File: config.mk
export PLATFORM = sky130hd
export DESIGN_NAME = nano_loader
export DESIGN_NICKNAME = d
export VERILOG_FILES = /design/src/rtl/nano_pkg.sv /design/src/rtl/nano_mem_mux.sv /design/src/rtl/nano_loader.sv
export SDC_FILE = /design/constraint.sdc
export NUM_CORES = 1
export LEC_CHECK = 0
export BUFFER_PORTS_ARGS = -buffer_cell sky130_fd_sc_hd__buf_2
export CORE_MARGIN = 2
export CORE_UTILIZATION = 35
export CTS_BUF_LIST = sky130_fd_sc_hd__clkbuf_4
export CTS_CLUSTER_SIZE = 8
export DETAILED_ROUTE_END_ITERATION = 8
export PLACE_DENSITY_LB_ADDON = 0.1
export SLEW_MARGIN = 20
export SYNTH_ARGS = -nofsm -noshare
export SYNTH_HDL_FRONTEND = slang
export SYNTH_SLANG_ARGS = --single-unit
File: constraint.sdc
create_clock -name ck -period 1.95 [get_ports ck]
set_clock_uncertainty 0.15 [all_clocks]
set_input_delay 0.195 -clock ck [delete_from_list [all_inputs] [get_ports ck]]
set_output_delay 0.195 -clock ck [all_outputs]
set_load 0.01 [all_outputs]
File: src/rtl/nano_pkg.sv
// Shared constants, header field positions and loader state encoding for the
// NanoCPU program loader.
package nano_pkg;

    localparam int ADDR_W = 8;
    localparam int DATA_W = 16;

    localparam int BASE_MSB = 15;
    localparam int BASE_LSB = 8;
    localparam int CNT_MSB  = 7;
    localparam int CNT_LSB  = 0;

    typedef enum logic [2:0] {
        HDR,
        DATA,
        CSUM,
        DONE,
        ERR
    } loader_state_t;

endpackage

File: src/rtl/nano_mem_mux.sv
// Memory port selection: the loader's write register while loading, the CPU
// port once the image is verified.
module nano_mem_mux
    import nano_pkg::*;
(
    input  logic              cpu_sel,
    input  logic [ADDR_W-1:0] ldr_address,
    input  logic [DATA_W-1:0] ldr_dataW,
    input  logic              ldr_we,
    input  logic [ADDR_W-1:0] cpu_address,
    input  logic [DATA_W-1:0] cpu_dataW,
    input  logic              cpu_ce,
    input  logic              cpu_we,
    output logic [ADDR_W-1:0] mem_address,
    output logic [DATA_W-1:0] mem_dataW,
    output logic              mem_ce,
    output logic              mem_we
);

    // The loader only ever writes, so its chip enable is its write strobe.
    assign mem_address = cpu_sel ? cpu_address : ldr_address;
    assign mem_dataW   = cpu_sel ? cpu_dataW   : ldr_dataW;
    assign mem_ce      = cpu_sel ? cpu_ce      : ldr_we;
    assign mem_we      = cpu_sel ? cpu_we      : ldr_we;

endmodule

File: src/rtl/nano_loader.sv
// Framed program loader: receives header/data/checksum over a valid/ready
// stream, writes the image into memory and releases the CPU on a good checksum.
module nano_loader
    import nano_pkg::*;
(
    input  logic              ck,
    input  logic              rst,
    input  logic              s_valid,
    input  logic [DATA_W-1:0] s_data,
    output logic              s_ready,
    input  logic              reload,
    output logic              cpu_rst,
    input  logic [ADDR_W-1:0] cpu_address,
    input  logic [DATA_W-1:0] cpu_dataW,
    input  logic              cpu_ce,
    input  logic              cpu_we,
    output logic [ADDR_W-1:0] mem_address,
    output logic [DATA_W-1:0] mem_dataW,
    output logic              mem_ce,
    output logic              mem_we,
    output logic              busy,
    output logic              done,
    output logic              err,
    output logic [ADDR_W:0]   words_loaded
);

    loader_state_t     state, state_nx;
    logic [ADDR_W-1:0] base, last_idx;
    logic [DATA_W-1:0] sum;
    logic              wr_pending;
    logic [ADDR_W-1:0] wr_addr;
    logic [DATA_W-1:0] wr_data;
    logic              hs;

    assign hs   = s_valid && s_ready;
    assign busy = (state == HDR) || (state == DATA) || (state == CSUM);

    // NOTE: state_nx is assigned before the case so no path leaves it unassigned (no latch).
    always_comb begin
        state_nx = state;
        if (reload) begin
            state_nx = HDR;
        end else begin
            case (state)
                HDR:     if (hs) state_nx = DATA;
                DATA:    if (hs && (words_loaded[ADDR_W-1:0] == last_idx)) state_nx = CSUM;
                CSUM:    if (hs) state_nx = (s_data == sum) ? DONE : ERR;
                default: state_nx = state;
            endcase
        end
    end

    // NOTE: all state below uses non-blocking assignments so every flop samples pre-edge values.
    always_ff @(posedge ck or negedge rst) begin
        if (!rst) begin
            state        <= HDR;
            s_ready      <= 1'b0;
            cpu_rst      <= 1'b1;
            done         <= 1'b0;
            err          <= 1'b0;
            base         <= '0;
            last_idx     <= '0;
            sum          <= '0;
            words_loaded <= '0;
            wr_pending   <= 1'b0;
            wr_addr      <= '0;
            wr_data      <= '0;
        end else begin
            state      <= state_nx;
            s_ready    <= (state_nx == HDR) || (state_nx == DATA) || (state_nx == CSUM);
            cpu_rst    <= (state_nx != DONE);
            done       <= (state_nx == DONE);
            err        <= (state_nx == ERR);
            wr_pending <= 1'b0;
            if (reload) begin
                words_loaded <= '0;
            end else if (hs) begin
                case (state)
                    HDR: begin
                        base         <= s_data[BASE_MSB:BASE_LSB];
                        last_idx     <= s_data[CNT_MSB:CNT_LSB];
                        sum          <= '0;
                        words_loaded <= '0;
                    end
                    DATA: begin
                        wr_pending   <= 1'b1;
                        wr_addr      <= base + words_loaded[ADDR_W-1:0];
                        wr_data      <= s_data;
                        sum          <= sum + s_data;
                        words_loaded <= words_loaded + 1'b1;
                    end
                    default: ;
                endcase
            end
        end
    end

    // done is a registered decode of DONE, so the port select never follows CPU inputs.
    nano_mem_mux u_mem_mux (
        .cpu_sel     (done),
        .ldr_address (wr_addr),
        .ldr_dataW   (wr_data),
        .ldr_we      (wr_pending),
        .cpu_address (cpu_address),
        .cpu_dataW   (cpu_dataW),
        .cpu_ce      (cpu_ce),
        .cpu_we      (cpu_we),
        .mem_address (mem_address),
        .mem_dataW   (mem_dataW),
        .mem_ce      (mem_ce),
        .mem_we      (mem_we)
    );

endmodule

==> reports/results.tsv <==
stage	metric	value	unit
outcome	status	finished, violations left	
outcome	violations	setup timing	
logic_synthesis	async_reset_ff_share	100.0	%
worst_setup_path	required	2150	ps
logic_synthesis	synth_cell_types	48	
finish	num-nets-final	722	
logic_synthesis	syn_inst	454	
sta	whs	72.86	ps
clocking	clk_pin_slew	120	ps
die	die_w	114.3	um
global_route	antenna_found_initial	0	
pwr	cellLeakagePower	3.256	nW
worst_setup_path	cp.buffers_inverters	0	
finish	area_growth	59.96	%
sta	fin_crit_sh	108.7	%
clocking	cts_tree	built	
drt	vias	4078	
worst_setup_path	cp.arrival	2320	ps
logic_synthesis	synth_area	4259	sq um
worst_setup_path	worst_setup_path_start_kind	flop	
drt	post_drt_wl_per_cell	16.52	um
die	die_h	114.3	um
drt	drt_first_pass_iters	4	
placed_design	dp_hpwl	9102	um
clocking	clk_latency	460	ps
drt	drt_wl_total	13290	um
global_route	grt_pass1_wl	20110	um
sta	rsz0062_at_grt	true	
sta	period_minus_slack	2119	ps
clocking	cts_root_buf	clkbuf_4	
logic_synthesis	yosysMostFrequentCell	nand2_1	
clocking	h-tree-depth	3	
die	initial_core_util	35.61	%
global_route	grt_pass1_vias	4094	
run	cap_viol_max_count	0	
die	io_pins	86	
logic_synthesis	yosysTopAreaCellShare	42.30	%
logic_synthesis	synthTopCellsByCount	nand2_1 (95), dfrtp_1 (72), mux2_2 (39), o21ai_0 (39), nor2_1 (24)	
pwr	power.density	787.6	nW/um^2
placed_design	pre_cts_ws	-269.8	ps
logic_synthesis	synth_mux_area_share	10.31	%
logic_synthesis	synth_edf_count	0	
finish	final_util	56.96	%
worst_setup_path	cpMaxStageDelayCell	dfrtp_1	
logic_synthesis	synth_fa_ha_area_share	7.697	%
logic_synthesis	synth_compound_area_share	13.92	%
drt	drc	0	
drt	vias_per_cell	5.072	
sta	relSlewSlack	68.98	%
global_route	grt_start_max_net_pins	32	
logic_synthesis	synthXorXnorAreaFrac	4.524	%
die	dieArea	13070	sq um
logic_synthesis	yosysTopAreaCell	dfrtp_1	
worst_setup_path	critPathMaxFanout	2	
worst_setup_path	worstSetupPathType	reg2reg	
placed_design	gp_congestion	0.8354	
die	placementRows	40	
worst_setup_path	slowest_delay	450	ps
logic_synthesis	ys_ff_latch	73	
clocking	cts_sinks	73	
min_path	hold_class	in2reg	
logic_synthesis	syn_avg_cell_area	9.381	sq um
placed_design	portBuffers	85	
pwr	vdd_drop_max	0.3687	mV
worst_setup_path	cp-end-kind	flop	
sta	tightest_slew	465.3	ps
logic_synthesis	ys_warn_count	0	
sta	finalHoldViolations	0	
logic_synthesis	ys_seq_area_share	42.92	%
sta	slew_viol_final	0	
worst_setup_path	crit_chain	ha_4, a21o_1, nand4_1, a21oi_2, o21ba_2, or3_1, a32o_1	
finish	drive_gt1_share	47.87	%
worst_setup_path	cp_top_family	compound AO/OA/AOI/OAI gates	
global_route	grt-ovfl-total	0	
drt	first_iter_violations	205	
clocking	cts.path.max_buffers	2	
global_route	grt_use_total	19.82	%
sta	layout_setup_ws	-169.3	ps
clocking	cts_buffers	9	
sta	setup_violations	14	
die	core	11960	sq um
logic_synthesis	ys.flop_type	dfrtp_1	
sta	setup_tns	-1350	ps
logic_synthesis	synth_top_family_by_area	simple AND/OR/NAND/NOR gates	
logic_synthesis	syn_nets	525	
logic_synthesis	yosys.area_share.simple	17.27	%
logic_synthesis	synth_area_leaders	dfrtp_1 (42%), mux2_2 (10%), nand2_1 (8.4%), ha_1 (6.8%), o21ai_0 (4.6%)	
drt	drtAntennaViolNets	0	
sta	clock.fmax	471.9	MHz
## cell usage in the layout (no fill, tap or decap), types with 11 or more instances in the layout
cell,n
o21ai_0,23
nor2_1,19
inv_1,11
dlygate4sd3_1,19
o21ai_1,12
nand2_1,94
a21oi_1,14
buf_4,82
mux2_4,37
ha_4,15
buf_2,63
buf_6,38
dfrtp_1,69
## stage by stage
step           instances  cell area [sq um]  total power [mW]
6_report             804               6813             5.366
3_3_place_gp         745               5483             3.478
4_1_cts              792               6210             4.968
3_5_place_dp         745               5483             3.509
5_1_grt              803               6810             5.662
2_1_floorplan        454               4367             2.884
## sequential cells by signal (all words and copies together), names as in the netlist, 3 cells and up
signal / count
base: 8
sum: 16
wr_addr: 8
state: 3
wr_data: 16
words_loaded: 9
last_idx: 8
## worst register-to-register path: stages (launching register included)
cell and delay (ps):
dfrtp_1 450, ha_4 260, a21o_1 190, nand4_1 130, a21oi_2 90, o21ba_2 200, or3_1 310, a32o_1 250
## layout make-up
cell class / count / area (sq um)
clock buffer: 9 / 67.56
clock inverter: 7 / 108.9
antenna: 1 / 2.502
sequential: 73 / 1832
timing repair buffer: 207 / 1649
tap: 147 / 183.9
inverter: 13 / 53.80
multi-input combinational: 347 / 2915
fill: 1042 / 5149
## cell families (layout without fill, tap and decap cells)
family          Yosys count  in the layout
compound gates           97             97
xor+xnor                 22             22
fa+ha+maj                25             25
buf+inv                  34            236
flops                    73             73
mux                      39             39
other cells               0              1
simple gates            164            164
## metal layers
layer,part of all wire [%],global-route usage [%],up-vias,routed length [um]
met4,2.5,9.431,0,334
met1,45,25.79,1987,5937
met3,2.7,2.806,26,358
met5,0,0,-,0
li1,-,-,1994,-
met2,50,32.62,71,6654
## power breakdown
part	total [mW]	leakage (nW)	switching, mW	internal [mW]
Sequential	1.96	0.927	0.195	1.77
Clock	1.24	0.0971	0.597	0.638
Combinational	2.17	2.23	0.942	1.23
Total	5.37	3.26	1.73	3.63
## worst paths after layout
check,startpoint,to,slack (ps),cells after the start
setup / recovery,sum[1]$_DFFE_PN0P_,sum[11]$_DFFE_PN0P_,-170,7
hold / removal,s_data[0],sum[0]$_DFFE_PN0P_,70,4
setup reg to reg,sum[1]$_DFFE_PN0P_,sum[11]$_DFFE_PN0P_,-170,7
hold reg to reg,words_loaded[8]$_DFFE_PN0P_,words_loaded[8]$_DFFE_PN0P_,330,1
max in group asynchronous,rst,done$_DFF_PN0_,950,3
min in group asynchronous,rst,wr_addr[7]$_DFFE_PN0P_,80,2
## what timing repair did
item	CTS	global route
setup buffers	12	11
pin swaps	24	24
endpoints found under the hold margin	109	0
cloned	0	3
hold buffers	19	0
setup endpoints to repair	69	65
resized for setup	57	105
(Power assumes the default switching activity.)
